### config.mk
export PLATFORM = sky130hd
export DESIGN_NAME = ibex_avalon_lsu_bridge_flat
export DESIGN_NICKNAME = d
export VERILOG_FILES = /design/src/rtl/ibex_avalon_lsu_bridge_pkg.sv /design/src/rtl/ibex_avalon_lsu_bridge_if.sv /design/src/rtl/ibex_avalon_lsu_bridge_txn_fifo.sv /design/src/rtl/ibex_avalon_lsu_bridge.sv /design/src/flat_wrapper.sv
export SDC_FILE = /design/constraint.sdc
export NUM_CORES = 1
export LEC_CHECK = 0
export BUFFER_PORTS_ARGS = -buffer_cell sky130_fd_sc_hd__buf_2
export CAP_MARGIN = 40
export CORE_AREA = 2 2 83 85
export CTS_BUF_LIST = sky130_fd_sc_hd__clkbuf_16
export DETAILED_ROUTE_END_ITERATION = 16
export DIE_AREA = 0 0 85 87
export HOLD_SLACK_MARGIN = 0.06
export PLACE_DENSITY_LB_ADDON = 0.1
export SKIP_LAST_GASP = 1
export SYNTH_ARGS = -nofsm -noshare
export SYNTH_HDL_FRONTEND = slang
export SYNTH_SLANG_ARGS = --single-unit
### constraint.sdc
create_clock -name clk_i -period 5.5 [get_ports clk_i]
set_input_delay 0 -clock clk_i [delete_from_list [all_inputs] [get_ports clk_i]]
set_output_delay 0 -clock clk_i [all_outputs]
set_load 0.1 [all_outputs]
### src/rtl/ibex_avalon_lsu_bridge_pkg.sv
// ibex_avalon_pkg: shared types for the Ibex LSU to Avalon-MM bridge.
//   avalon_resp_e : Avalon response codes carried on avm_response
//   txn_entry_t   : one in-order tracking entry per granted transaction
package ibex_avalon_pkg;

    typedef enum logic [1:0] {
        OKAY     = 2'b00,
        RESERVED = 2'b01,
        SLVERR   = 2'b10,
        DECERR   = 2'b11
    } avalon_resp_e;

    typedef struct packed {
        logic is_write;
    } txn_entry_t;

endpackage

### src/rtl/ibex_avalon_lsu_bridge_if.sv
// Bus interfaces for the LSU bridge.
//   ibex_lsu_if : Ibex data-side request/grant/rvalid channel.
//                 master = core, slave = bridge.
//   ibex_avm_if : Avalon-MM pipelined master channel.
//                 master = bridge, slave = memory/interconnect.
// Signal names keep the bridge-side port names so they trace to the block ports.
interface ibex_lsu_if #(
    parameter int AddrWidth = 32,
    parameter int DataWidth = 32
);
    logic                   data_req_i;
    logic                   data_we_i;
    logic [DataWidth/8-1:0] data_be_i;
    logic [AddrWidth-1:0]   data_addr_i;
    logic [DataWidth-1:0]   data_wdata_i;
    logic                   data_gnt_o;
    logic                   data_rvalid_o;
    logic [DataWidth-1:0]   data_rdata_o;
    logic                   data_err_o;

    modport master (
        output data_req_i, data_we_i, data_be_i, data_addr_i, data_wdata_i,
        input  data_gnt_o, data_rvalid_o, data_rdata_o, data_err_o
    );
    modport slave (
        input  data_req_i, data_we_i, data_be_i, data_addr_i, data_wdata_i,
        output data_gnt_o, data_rvalid_o, data_rdata_o, data_err_o
    );
endinterface

interface ibex_avm_if #(
    parameter int AddrWidth = 32,
    parameter int DataWidth = 32
);
    logic [AddrWidth-1:0]   avm_address;
    logic [DataWidth/8-1:0] avm_byteenable;
    logic                   avm_read;
    logic                   avm_write;
    logic [DataWidth-1:0]   avm_writedata;
    logic [DataWidth-1:0]   avm_readdata;
    logic                   avm_waitrequest;
    logic                   avm_readdatavalid;
    logic [1:0]             avm_response;

    modport master (
        output avm_address, avm_byteenable, avm_read, avm_write, avm_writedata,
        input  avm_readdata, avm_waitrequest, avm_readdatavalid, avm_response
    );
    modport slave (
        input  avm_address, avm_byteenable, avm_read, avm_write, avm_writedata,
        output avm_readdata, avm_waitrequest, avm_readdatavalid, avm_response
    );
endinterface

### src/rtl/ibex_avalon_lsu_bridge_txn_fifo.sv
// ibex_avalon_txn_fifo: in-order tracking FIFO for granted transactions.
//   push_i/push_data_i : enqueue (ignored when full)
//   pop_i              : dequeue head (ignored when empty)
//   head_o             : entry at the head, valid when !empty_o
//   full_o/empty_o/count_o : registered occupancy
// Pointers wrap modulo Depth, so Depth need not be a power of two.
module ibex_avalon_txn_fifo #(
    parameter int  Depth   = 2,
    parameter type entry_t = logic
) (
    input  logic                       clk_i,
    input  logic                       rst_ni,
    input  logic                       push_i,
    input  entry_t                     push_data_i,
    input  logic                       pop_i,
    output logic                       full_o,
    output logic                       empty_o,
    output entry_t                     head_o,
    output logic [$clog2(Depth+1)-1:0] count_o
);
    localparam int CntW = $clog2(Depth + 1);
    localparam int PtrW = (Depth > 1) ? $clog2(Depth) : 1;

    entry_t            mem_q [Depth];
    logic [PtrW-1:0]   wptr_q, wptr_d, rptr_q, rptr_d;
    logic [CntW-1:0]   count_q, count_d;
    logic              do_push, do_pop;

    function automatic logic [PtrW-1:0] ptr_inc(input logic [PtrW-1:0] p);
        return (p == PtrW'(Depth - 1)) ? '0 : p + PtrW'(1);
    endfunction

    assign full_o  = (count_q == CntW'(Depth));
    assign empty_o = (count_q == '0);
    assign do_push = push_i & ~full_o;
    assign do_pop  = pop_i & ~empty_o;
    assign head_o  = mem_q[rptr_q];
    assign count_o = count_q;

    always_comb begin
        wptr_d  = do_push ? ptr_inc(wptr_q) : wptr_q;
        rptr_d  = do_pop  ? ptr_inc(rptr_q) : rptr_q;
        count_d = count_q + CntW'(do_push) - CntW'(do_pop);
    end

    always_ff @(posedge clk_i or negedge rst_ni) begin
        if (!rst_ni) begin
            wptr_q  <= '0;
            rptr_q  <= '0;
            count_q <= '0;
        end else begin
            wptr_q  <= wptr_d;
            rptr_q  <= rptr_d;
            count_q <= count_d;
        end
    end

    // Storage needs no reset: an entry is only read after it was written.
    always_ff @(posedge clk_i) begin
        if (do_push) mem_q[wptr_q] <= push_data_i;
    end

endmodule

### src/rtl/ibex_avalon_lsu_bridge.sv
// ibex_avalon_lsu_bridge: Ibex LSU data port to Avalon-MM pipelined master.
//   clk_i, rst_ni  : clock, async active-low reset
//   core           : Ibex data channel (req/gnt/rvalid)
//   avm            : Avalon-MM master channel
//   outstanding_o  : granted transactions awaiting a response
//   protocol_err_o : sticky, set by readdatavalid with no read pending at the head
// Commands issue combinationally; responses leave in grant order one cycle after
// their pop. Writes complete locally as soon as they reach the tracking head.
module ibex_avalon_lsu_bridge
    import ibex_avalon_pkg::*;
#(
    parameter int AddrWidth      = 32,
    parameter int DataWidth      = 32,
    parameter int MaxOutstanding = 2,
    parameter int WordAddr       = 1
) (
    input  logic                                clk_i,
    input  logic                                rst_ni,
    ibex_lsu_if.slave                           core,
    ibex_avm_if.master                          avm,
    output logic [$clog2(MaxOutstanding+1)-1:0] outstanding_o,
    output logic                                protocol_err_o
);
    localparam int CntW = $clog2(MaxOutstanding + 1);
    localparam int OffW = $clog2(DataWidth / 8);

    logic            full, empty, issue, gnt;
    logic            rd_pop, wr_pop, pop, perr_set;
    txn_entry_t      head, push_entry;
    logic [CntW-1:0] count;

    logic                 rvalid_q, rvalid_d;
    logic [DataWidth-1:0] rdata_q, rdata_d;
    logic                 err_q, err_d;
    logic                 perr_q, perr_d;

    // full comes from the registered count, so a pop this cycle cannot free a slot
    // for an issue in the same cycle. rst_ni gating keeps commands quiet in reset.
    assign full  = (count == CntW'(MaxOutstanding));
    assign issue = rst_ni & core.data_req_i & ~full;
    assign gnt   = issue & ~avm.avm_waitrequest;

    assign avm.avm_read       = issue & ~core.data_we_i;
    assign avm.avm_write      = issue &  core.data_we_i;
    assign avm.avm_address    = (WordAddr != 0) ? (core.data_addr_i >> OffW) : core.data_addr_i;
    assign avm.avm_byteenable = core.data_be_i;
    assign avm.avm_writedata  = core.data_wdata_i;
    assign core.data_gnt_o    = gnt;

    assign push_entry.is_write = core.data_we_i;

    // Reads leave on readdatavalid; a write at the head leaves unconditionally.
    assign rd_pop   = avm.avm_readdatavalid & ~empty & ~head.is_write;
    assign wr_pop   = ~empty & head.is_write;
    assign pop      = rd_pop | wr_pop;
    assign perr_set = avm.avm_readdatavalid & (empty | head.is_write);

    ibex_avalon_txn_fifo #(
        .Depth   (MaxOutstanding),
        .entry_t (txn_entry_t)
    ) u_fifo (
        .clk_i       (clk_i),
        .rst_ni      (rst_ni),
        .push_i      (gnt),
        .push_data_i (push_entry),
        .pop_i       (pop),
        .full_o      (),
        .empty_o     (empty),
        .head_o      (head),
        .count_o     (count)
    );

    always_comb begin
        rvalid_d = pop;
        rdata_d  = rdata_q;
        err_d    = err_q;
        perr_d   = perr_q | perr_set;
        if (rd_pop) begin
            rdata_d = avm.avm_readdata;
            err_d   = (avalon_resp_e'(avm.avm_response) != OKAY);
        end else if (wr_pop) begin
            rdata_d = '0;
            err_d   = 1'b0;
        end
    end

    always_ff @(posedge clk_i or negedge rst_ni) begin
        if (!rst_ni) begin
            rvalid_q <= 1'b0;
            rdata_q  <= '0;
            err_q    <= 1'b0;
            perr_q   <= 1'b0;
        end else begin
            rvalid_q <= rvalid_d;
            rdata_q  <= rdata_d;
            err_q    <= err_d;
            perr_q   <= perr_d;
        end
    end

    assign core.data_rvalid_o = rvalid_q;
    assign core.data_rdata_o  = rdata_q;
    assign core.data_err_o    = err_q;
    assign outstanding_o      = count;
    assign protocol_err_o     = perr_q;

endmodule

### src/flat_wrapper.sv
// flat-port wrapper written by rule: the top's interface ports become plain ports
module ibex_avalon_lsu_bridge_flat import ibex_avalon_pkg::*;
#(
    parameter int AddrWidth      = 32,
    parameter int DataWidth      = 32,
    parameter int MaxOutstanding = 2,
    parameter int WordAddr       = 1
)
  (clk_i, rst_ni, outstanding_o, protocol_err_o, core_data_req_i, core_data_we_i, core_data_be_i, core_data_addr_i, core_data_wdata_i, core_data_gnt_o, core_data_rvalid_o, core_data_rdata_o, core_data_err_o, avm_avm_address, avm_avm_byteenable, avm_avm_read, avm_avm_write, avm_avm_writedata, avm_avm_readdata, avm_avm_waitrequest, avm_avm_readdatavalid, avm_avm_response);
  ibex_lsu_if #(.AddrWidth(AddrWidth), .DataWidth(DataWidth)) core_i ();
  ibex_avm_if #(.AddrWidth(AddrWidth), .DataWidth(DataWidth)) avm_i ();
  input  logic clk_i;
  input  logic rst_ni;
  output logic [$clog2(MaxOutstanding+1)-1:0] outstanding_o;
  output logic protocol_err_o;
  input wire logic [$bits(core_i.data_req_i)-1:0] core_data_req_i;
  input wire logic [$bits(core_i.data_we_i)-1:0] core_data_we_i;
  input wire logic [$bits(core_i.data_be_i)-1:0] core_data_be_i;
  input wire logic [$bits(core_i.data_addr_i)-1:0] core_data_addr_i;
  input wire logic [$bits(core_i.data_wdata_i)-1:0] core_data_wdata_i;
  output wire logic [$bits(core_i.data_gnt_o)-1:0] core_data_gnt_o;
  output wire logic [$bits(core_i.data_rvalid_o)-1:0] core_data_rvalid_o;
  output wire logic [$bits(core_i.data_rdata_o)-1:0] core_data_rdata_o;
  output wire logic [$bits(core_i.data_err_o)-1:0] core_data_err_o;
  output wire logic [$bits(avm_i.avm_address)-1:0] avm_avm_address;
  output wire logic [$bits(avm_i.avm_byteenable)-1:0] avm_avm_byteenable;
  output wire logic [$bits(avm_i.avm_read)-1:0] avm_avm_read;
  output wire logic [$bits(avm_i.avm_write)-1:0] avm_avm_write;
  output wire logic [$bits(avm_i.avm_writedata)-1:0] avm_avm_writedata;
  input wire logic [$bits(avm_i.avm_readdata)-1:0] avm_avm_readdata;
  input wire logic [$bits(avm_i.avm_waitrequest)-1:0] avm_avm_waitrequest;
  input wire logic [$bits(avm_i.avm_readdatavalid)-1:0] avm_avm_readdatavalid;
  input wire logic [$bits(avm_i.avm_response)-1:0] avm_avm_response;
  assign core_i.data_req_i = core_data_req_i;
  assign core_i.data_we_i = core_data_we_i;
  assign core_i.data_be_i = core_data_be_i;
  assign core_i.data_addr_i = core_data_addr_i;
  assign core_i.data_wdata_i = core_data_wdata_i;
  assign core_data_gnt_o = core_i.data_gnt_o;
  assign core_data_rvalid_o = core_i.data_rvalid_o;
  assign core_data_rdata_o = core_i.data_rdata_o;
  assign core_data_err_o = core_i.data_err_o;
  assign avm_avm_address = avm_i.avm_address;
  assign avm_avm_byteenable = avm_i.avm_byteenable;
  assign avm_avm_read = avm_i.avm_read;
  assign avm_avm_write = avm_i.avm_write;
  assign avm_avm_writedata = avm_i.avm_writedata;
  assign avm_i.avm_readdata = avm_avm_readdata;
  assign avm_i.avm_waitrequest = avm_avm_waitrequest;
  assign avm_i.avm_readdatavalid = avm_avm_readdatavalid;
  assign avm_i.avm_response = avm_avm_response;
  ibex_avalon_lsu_bridge #(.AddrWidth(AddrWidth), .DataWidth(DataWidth), .MaxOutstanding(MaxOutstanding), .WordAddr(WordAddr)) u_core (.clk_i(clk_i), .rst_ni(rst_ni), .core(core_i), .avm(avm_i), .outstanding_o(outstanding_o), .protocol_err_o(protocol_err_o));
endmodule
==> metrics.txt, run 1 <==
run status=stopped before the end; Fail Step=4_1_cts; stop err=[ERROR RSZ-0060] Max buffer count reached.; row cnt=30; ranking of synthesized cells by area=dfrtp_1 (46%), buf_4 (25%), a22o_1 (12%), edfxtp_1 (2.8%), buf_8 (2.1%); mux contribution to synthesized area=0.00474; Clock Root Buffer=clkbuf_16; Post-Synth Adder-Cell Area=0.0118; Compound-Gate Fraction of Synth Area=0.165; dpl cells=269; Netlist cell types=23; clock tree buffer depth=2; initial core utilization=0.322; post-synthesis average cell area=11.7 sq um; largest family of logic cells by synthesized area=buffers and inverters; IO Count=216; post-CTS setup buffers=0; Routability Congestion=0.785; Die X=85 um; H-tree depth=2; Num Clock Sinks=41; Netlist Area Pre-Place=0.00211 sq mm; fraction of synthesized cell area in xor and xnor cells=0.0124; post-CTS sizing=0; CTS Buf Count=5; Post-DP HPWL=3830 um; Mapped Cells=181; Yosys top cell area share=0.462; flops & latches, synth=41; port buffer count=79; # hold bufs at CTS=101; Seq/Total Area, Yosys=0.490; Yosys top cell by area=dfrtp_1; simple-gate area share of the yosys netlist=0.0195; yosys warns=0; Die Height=87 um
## through the flow
stage | setup slack [ns] | instance area (sq um) | util
after detailed placement | 3.57 | 2050 | 0.313
after global placement | 3.49 | 2040 | 0.310
after floorplan | 3.03 | 2120 | -
## cell usage after synthesis
master and count:
edfxtp_1 2, o21ai_0 2, or2_2 1, buf_6 1
buf_4 71, buf_8 3, and3_1 1, a21o_1 1
nand2_1 2, xnor2_1 3, ha_1 2, conb_1 1
a22o_1 30, o2111ai_1 1, o22ai_1 1, or2_1 1
o2bb2ai_2 1, inv_1 9, a22o_2 3, o211ai_1 1
mux2i_1 1, nor2_1 4, dfrtp_1 39
## cell families after synthesis
logic type | Yosys count
compound gates | 40
other cells | 1
simple gates | 9
fa+ha+maj | 2
flops | 41
xor+xnor | 3
mux | 1
buf+inv | 84
==> run 2, diff against run 1 <==
CORE_AREA = default   (was 2 2 83 85)
CORE_MARGIN = 2   (was default)
CORE_UTILIZATION = 25   (was default)
CTS_BUF_LIST = default   (was sky130_fd_sc_hd__clkbuf_16)
DIE_AREA = default   (was 0 0 85 87)
HOLD_SLACK_MARGIN = default   (was 0.06)
PLACE_DENSITY_LB_ADDON = 0.15   (was 0.1)
==> metrics.txt, run 2 <==
Post-synth top flop=dfrtp_1; Power Total=1810 uW; port buffer count=79 (unchanged); GRT Overall Usage=0.0897; vias per inst=4.04; max-cap violations=0; Worst setup SP type=register; Post-DP HPWL=2680 um (-30%); row cnt=33 (+10%); yosys warns=0 (unchanged); RSZ-0062 raised after global routing=no; die area=0.00920 sq mm; P_leak=0.00136 uW; most common cell in the netlist=buf_4; DP Area=0.00211 sq mm (+2.7%); top post-synthesis cells by count=buf_4 (71), dfrtp_1 (39), a22o_1 (30), inv_1 (9), nor2_1 (4); Reg clk slew, reported paths=0.08 ns; worst hold margin=0.0000279 ns; Netlist Area Pre-Place=0.00211 sq mm (unchanged); commonest non-fill, non-tap cell in the layout=buf_2; Final Instance Area=0.00260 sq mm; clk_lat worst skew=0.29 ns; setup violators final=0; Tmin final=2.20 ns; Worst Tran Pin Value=0.606 ns; H-tree depth=2 (unchanged); final core area utilization=0.316; Critical Path Fanout Max=18; EDFF count, synth=2 (unchanged); largest net degree at the start of global routing=42; post-route setup TNS=0 ns; CTS Buf Count=5 (unchanged); Yosys top cell by area=dfrtp_1; Mapped Cells=181 (unchanged); crit path kind=register to register; most frequent cells in the layout=buf_2 (79), dfrtp_1 (39), dlygate4sd3_1 (37); ranking of synthesized cells by area=dfrtp_1 (46%), buf_4 (25%), a22o_1 (12%), edfxtp_1 (2.8%), buf_8 (2.1%); total grt overflow=0; Seq/Total Area, Yosys=0.490 (unchanged); Routed Antenna Nets=0; CTS tree=built; run status=completed; Clock Root Buffer=clkbuf_8; ant diodes=0; Num Clock Sinks=41 (unchanged); Die X=95.9 um (+13%); Slew Viols, Final=0; critical path data arrival time=2.36 ns; peak supply drop=297 uV; Final period util=0.400; final hold vios=0; post-CTS setup buffers=0 (unchanged); post-CTS sizing=0 (unchanged); initial antenna violation count=0; vias in the first global route=1331; post-synthesis average cell area=11.7 sq um (unchanged); IO Count=216 (unchanged); PD cells=695 mW/mm^2; number of flip-flops in the largest register=32; Max transition margin=0.596; Final #Nets=343; flops & latches, synth=41 (unchanged); # DRC=0; post-detailed-route wirelength per cell=12.2 um; Setup Skew=0.00581 ns; DR iter-0 viols=19; setup slack, reg-to-reg=3.30 ns; Yosys top cell area share=0.462 (unchanged); core area=0.00822 sq mm; Die Height=95.9 um (+10%); final wirelength=4130 um; clock tree buffer depth=2 (unchanged); drt pass-1 iters=4; fmax=0.455 GHz; vias=1371; asr flop ratio synth=0.951 (unchanged); Hold WC Path Type=primary input to output port; area delta synth->final=23.0%; first-pass GRT wire length=6310 um; Req. time, crit path=5.67 ns; Netlist cell types=23 (unchanged); # hold bufs at CTS=37 (-63%); initial core utilization=0.257 (-0.0645); layout cells sized above 1=0.406; Routability Congestion=0.699 (-11%); Critical Path Sink Type=register
[run 2: cell counts after synthesis]
No cell type changed its count.
[run 2: cell families (layout without fill, tap and decap cells)]
kind of cell | count (synthesis) | in the layout | share of synthesized area
flip-flops | 41 | 41 | 0.490
XOR/XNOR | 3 | 3 | 0.0124
multiplexers | 1 | 1 | 0.00474
adder cells (fa/ha/maj) | 2 | 2 | 0.0118
AND/OR/NAND/NOR | 9 | 9 | 0.0195
AO/OA/AOI/OAI | 40 | 40 | 0.165
buffers and inverters | 84 | 136 | 0.295
other | 1 | 2 | 0.00177
[run 2: path summary, 6_finish.rpt]
| kind | startpoint | to | cells after the start |
|---|---|---|---|
| max in group asynchronous | rst_ni | u_core.core.data_rdata_o[16] | 3 |
| min in group asynchronous | rst_ni | u_core.core.data_rdata_o[25] | 3 |
| min | core_data_addr_i[6] | avm_avm_address[4] | 0 |
| min reg2reg | u_core.protocol_err_o | u_core.protocol_err_o | 1 |
| max reg2reg | u_core.u_fifo.rptr_q | u_core.u_fifo.count_o[1] | 9 |
| max | u_core.u_fifo.rptr_q | u_core.u_fifo.count_o[1] | 9 |
[run 2: cell type report]
class                   instances  area [sq um]
fillers                       852          5620
flip-flops and latches         41          1040
repair buffers                119           808
multi-input cells              57           470
well taps                     105           131
clock buffers                   6          82.6
clock inverters                 2          36.3
inverters                       9          33.8
[run 2: layer usage]
metal  global-route usage  vias to the layer above  wire length (um)
li1                     -                      646                 -
met1                0.111                      644              1900
met2                0.140                       72              1820
met3               0.0321                        9               355
met4               0.0417                        0                54
met5                    0                        -                 0
[run 2: through the flow]
step | std cells | setup slack (ns)
finish | 339 | 3.30
global route | 339 | 3.11
CTS | 339 | 3.25
detailed placement | 294 | 3.29
global placement | 293 | 3.20
floorplan | 182 | 3.03
[run 2: power breakdown]
part / leakage, uW / switching [uW] / total (uW) / internal, uW
Sequential: 0.000524 / 66.8 / 471 / 404
Combinational: 0.000770 / 872 / 1080 / 211
Clock: 0.0000617 / 104 / 252 / 148
Total: 0.00136 / 1040 / 1810 / 763
[run 2: critical path, stage by stage, from the launching register on]
cell and delay [ns]:
dfrtp_1 0.39, mux2i_1 0.38, o2bb2ai_4 0.32, buf_16 0.22, inv_1 0.05, ha_1 0.26, inv_1 0.04, ha_1 0.18
xnor2_1 0.13, xnor2_1 0.12
(Power assumes the default switching activity.)
==> run 3, diff against run 2 <==
clock period = 1.9 ns   (was 5.5 ns; I/O delays follow)
==> metrics.txt, run 3 (synthesis results as in run 2) <==
Die X=95.9 um (unchanged); GRT Overall Usage=0.0910 (+0.00129); ant diodes=0 (unchanged); Final Instance Area=0.00268 sq mm (+3.2%); Post-DP HPWL=2820 um (+5.2%); Final period util=0.926 (+0.527); NetSw=3050 uW (+190%); setup violators final=0 (unchanged); vias per inst=4.06 (+0.50%); fmax=0.568 GHz (+25%); Slew Viols, Final=0 (unchanged); setup slack, reg-to-reg=0.14 ns (-3.16 ns); start point of the critical path=u_core.u_fifo.rptr_q; CTS tree=built; ordered list of cells on the worst path=mux2i_1, o2bb2ai_4, inv_2, ha_4, inv_2, ha_4, xnor2_2, xnor2_1; Reg clk slew, reported paths=0.08 ns (about the same); largest net degree at the start of global routing=40 (-4.8%); Worst setup SP type=register; IO Count=216 (unchanged); fillcell total=827 (-2.9%); Die Height=95.9 um (unchanged); worst reg2reg startpoint=u_core.u_fifo.rptr_q; Hold WC Path Type=primary input to output port; cell family with most CP delay=adder cells; Post-Place Setup Slack=0.140 ns (-3.15 ns); Critical Path Fanout Max=3 (-15); # hold bufs at CTS=37 (unchanged); post-route setup TNS=0 ns (unchanged); Top Metal Used=met4; first-pass GRT wire length=6400 um (+1.3%); vias in the first global route=1349 (+1.4%); DR WL met2=1840 um (+0.88%); run status=completed; area delta synth->final=26.9%; Max transition margin=0.663 (+0.0670); clock tree buffer depth=2 (unchanged); slowest cell on the critical path=mux2i_1; Worst Tran Pin Value=0.506 ns (-0.100 ns); initial antenna violation count=0 (unchanged); row cnt=33 (unchanged); vias=1386 (+1.1%); WL met1=1970 um (+3.7%); drt pass-1 iters=4 (unchanged); Critical Path Sink Type=register; number of flip-flops in the largest register=32 (unchanged); sw frac=0.581 (+0.00304); Routability Congestion=0.670 (-4.2%); post-CTS setup buffers=0 (unchanged); RSZ-0062 raised after global routing=no; Final WS setup=0.140 ns (-3.16 ns); reg-to-reg endpoint=u_core.u_fifo.count_o[1]; Final #Nets=345 (+0.58%); clk_lat worst skew=0.29 ns (about the same); H-tree depth=2 (unchanged); most frequent cells in the layout=buf_2 (76), dlygate4sd3_1 (37), dfrtp_1 (37); Flop pwr share=0.264 (+0.003); # DRC=0 (unchanged); post-CTS sizing=0 (unchanged); CTS Buf Count=5 (unchanged); core area=0.00822 sq mm (unchanged); Setup Skew=0.00580 ns (-0.0000187 ns); met3 WL=426 um (+20%); combinational power share=0.608 (+0.008); worst reg2reg path depth=8 (-1); P_leak=0.00136 uW (+0.67%); final core area utilization=0.326 (+0.0102); Worst Path Buf+Inv=2 (-1); Req. time, crit path=2.07 ns (-3.60 ns); max incr delay on CP=0.38 ns (about the same); max-cap violations=0 (unchanged); crit path kind=register to register; critical path data arrival time=1.93 ns (-0.43 ns); Clock power frac=0.129 (-0.011); Levels on crit path=8 (-1); DP Area=0.00220 sq mm (+4.3%); PD cells=1960 mW/mm^2 (+180%); Clock Root Buffer=clkbuf_8; Int Pwr=2200 uW (+190%); Tmin final=1.76 ns (-0.438 ns); die area=0.00920 sq mm (unchanged); layout cells sized above 1=0.449 (+0.0432); final hold vios=0 (unchanged); peak supply drop=1140 uV (+280%); initial core utilization=0.257 (unchanged); final wirelength=4260 um (+3.1%); port buffer count=79 (unchanged); WHS Path Cells=0 (unchanged); DR iter-0 viols=43 (+24); crit path capture=u_core.u_fifo.count_o[1]; post-detailed-route wirelength per cell=12.5 um (+2.5%); total grt overflow=0 (unchanged); commonest non-fill, non-tap cell in the layout=buf_2; Num Clock Sinks=41 (unchanged); Routed Antenna Nets=0 (unchanged)
## run 3: how the worst min path moves through the flow
stage / start / endpoint
floorplan: rst_ni / u_core.core.data_err_o
global placement: core_data_addr_i[12] / avm_avm_address[10]
detailed placement: core_data_addr_i[12] / avm_avm_address[10]
CTS: core_data_addr_i[12] / avm_avm_address[10]
global route: core_data_wdata_i[14] / avm_avm_writedata[14]
finish: core_data_wdata_i[6] / avm_avm_writedata[6]
## run 3: layout make-up
cell class | instances | area (sq um) | area share
clock buffers | 8 | 111 | 0.0415
flip-flops and latches | 41 | 1040 | 0.389
repair buffers | 121 | 848 | 0.316
well taps | 105 | 131 | 0.0490
multi-input cells | 57 | 514 | 0.192
inverters | 9 | 33.8 | 0.0126
## run 3: power groups by stage
stage	logic, uW	registers [uW]	clock network [uW]
after floorplan	1420	3330	0
after global placement	3170	1400	0
after detailed placement	3170	1400	0
after CTS	3230	1390	718
after global routing	3340	1420	744
final	3190	1390	676
## run 3: per-layer routing
metal  vias up  track usage
met3        10       0.0352
met2        75        0.142
met1       653        0.111
met4         0       0.0393
li1        648            -
met5         -            0
## run 3: stage by stage
step	power, uW	hold WS [ns]	std cells
floorplan	4750	-0.296	182
global placement	4570	0.000681	296
detailed placement	4570	0.000681	296
CTS	5340	0.000681	341
global route	5510	0.000143	341
finish	5250	0.0000279	341
## run 3: worst register-to-register path, cell delays in order (launching register included)
cell	delay, ns
dfrtp_1	0.37
mux2i_1	0.38
o2bb2ai_4	0.16
inv_2	0.05
ha_4	0.26
inv_2	0.03
ha_4	0.15
xnor2_2	0.13
xnor2_1	0.12
==> run 4, diff against run 3 <==
clock period = 2.2 ns   (was 1.9 ns; I/O delays follow)
==> metrics.txt, run 4 (synthesis results as in run 2) <==
largest net degree at the start of global routing=40 (unchanged); Hold WC Path Type=primary input to output port; die area=0.00920 sq mm (unchanged); DR iter-0 viols=19 (-56%); fmax=0.549 GHz (-3.4%); Setup Skew=0.00759 ns (+0.00180 ns); Req. time, crit path=2.42 ns (+0.35 ns); Reg clk slew, reported paths=0.08 ns (about the same); vias per inst=4.09 (+0.53%); post-route setup TNS=0 ns (unchanged); ant diodes=0 (unchanged); vias=1377 (-0.65%); max incr delay on CP=0.68 ns (+0.30 ns); peak supply drop=896 uV (-21%); H-tree depth=2 (unchanged); port buffer count=79 (unchanged); Post-Place Setup Slack=0.396 ns (+0.255 ns); cell family with most CP delay=simple AND/OR/NAND/NOR gates; first-pass GRT wire length=6450 um (+0.86%); Die Height=95.9 um (unchanged); run status=completed; vias in the first global route=1315 (-2.5%); core area=0.00822 sq mm (unchanged); Post-DP HPWL=2690 um (-4.6%); Worst Path Buf+Inv=1 (-1); P_leak=0.00133 uW (-2.8%); initial antenna violation count=0 (unchanged); slowest cell on the critical path=and3_1; Clock Root Buffer=clkbuf_8; Num Clock Sinks=41 (unchanged); Final period util=0.828 (-0.0986); crit path kind=register to register; area delta synth->final=20.0%; Tmin final=1.82 ns (+0.0611 ns); max-cap violations=0 (unchanged); Routed Antenna Nets=0 (unchanged); final hold vios=0 (unchanged); Final #Nets=342 (-0.87%); commonest non-fill, non-tap cell in the layout=buf_2; Worst Tran Pin Value=0.729 ns (+0.224 ns); Max transition margin=0.514 (-0.149); GRT Overall Usage=0.0926 (+0.00161); critical path data arrival time=2.04 ns (+0.11 ns); most frequent cells in the layout=buf_2 (79), dfrtp_1 (37), dlygate4sd3_1 (35); final wirelength=4210 um (-1.2%); total grt overflow=0 (unchanged); post-detailed-route wirelength per cell=12.5 um (about the same); Slew Viols, Final=0 (unchanged); Critical Path Sink Type=register; drt pass-1 iters=4 (unchanged); clk_lat worst skew=0.29 ns (about the same); PD cells=1710 mW/mm^2 (-13%); IO Count=216 (unchanged); Die X=95.9 um (unchanged); layout cells sized above 1=0.414 (-0.0354); # DRC=0 (unchanged); Final WS setup=0.379 ns (+0.239 ns); CTS tree=built; number of flip-flops in the largest register=32 (unchanged); post-CTS setup buffers=0 (unchanged); setup violators final=0 (unchanged); CTS Buf Count=5 (unchanged); Routability Congestion=0.680 (+1.5%); RSZ-0062 raised after global routing=no; row cnt=33 (unchanged); initial core utilization=0.257 (unchanged); Critical Path Fanout Max=19 (+16); Worst setup SP type=register; ordered list of cells on the worst path=mux2i_1, and3_1, buf_12, a22o_1; clock tree buffer depth=2 (unchanged)
## run 4: worst reg2reg max path, stage by stage, from the launching register on
cell	delay, ns
dfrtp_1	0.38
mux2i_1	0.31
and3_1	0.68
buf_12	0.24
a22o_1	0.14
## run 4: layout make-up
type	instances	area (sq um)
fill	850	5680
sequential	41	1040
timing repair buffer	118	788
multi-input combinational	57	458
tap	105	131
clock buffer	7	86.3
inverter	9	33.8
## run 4: worst paths after layout
kind	start	end	slack, ns	cells past startpoint
min in group asynchronous	rst_ni	u_core.core.data_rvalid_o	0.39	3
max reg2reg	u_core.u_fifo.rptr_q	u_core.core.data_rdata_o[6]	0.38	4
max	u_core.u_fifo.rptr_q	u_core.core.data_rdata_o[6]	0.38	4
min reg2reg	u_core.protocol_err_o	u_core.protocol_err_o	0.46	1
min	core_data_addr_i[14]	avm_avm_address[12]	0.00003	0
max in group asynchronous	rst_ni	u_core.u_fifo.count_o[1]	1.44	3
## run 4: repair_timing
| action | CTS | global route |
|---|---|---|
| endpoints found under the hold margin | 74 | 0 |
| hold buffers | 35 | 0 |
| resized for setup | 0 | 0 |
## run 4: metrics by stage
step	power, uW	hold slack (ns)	instance area (sq um)	util	instances
after floorplan	4000	-0.296	2120	-	182
after global placement	3840	0.000681	2100	0.256	295
after detailed placement	3830	0.000681	2100	0.256	295
after CTS	4400	0.000681	2540	0.309	337
after global routing	4580	0.000143	2540	0.309	337
final	4340	0.0000279	2540	0.309	337
## run 4: power by group
part           internal [uW]  switching, uW
Clock                    249            246
Sequential              1010            155
Combinational            495           2180
## run 4: per-layer routing
layer / track usage / vias up / share of wire
met5: 0 / - / 0
met4: 0.0333 / 0 / 0.0095
met3: 0.0399 / 9 / 0.095
met2: 0.137 / 72 / 0.42
met1: 0.120 / 652 / 0.48
li1: - / 644 / -
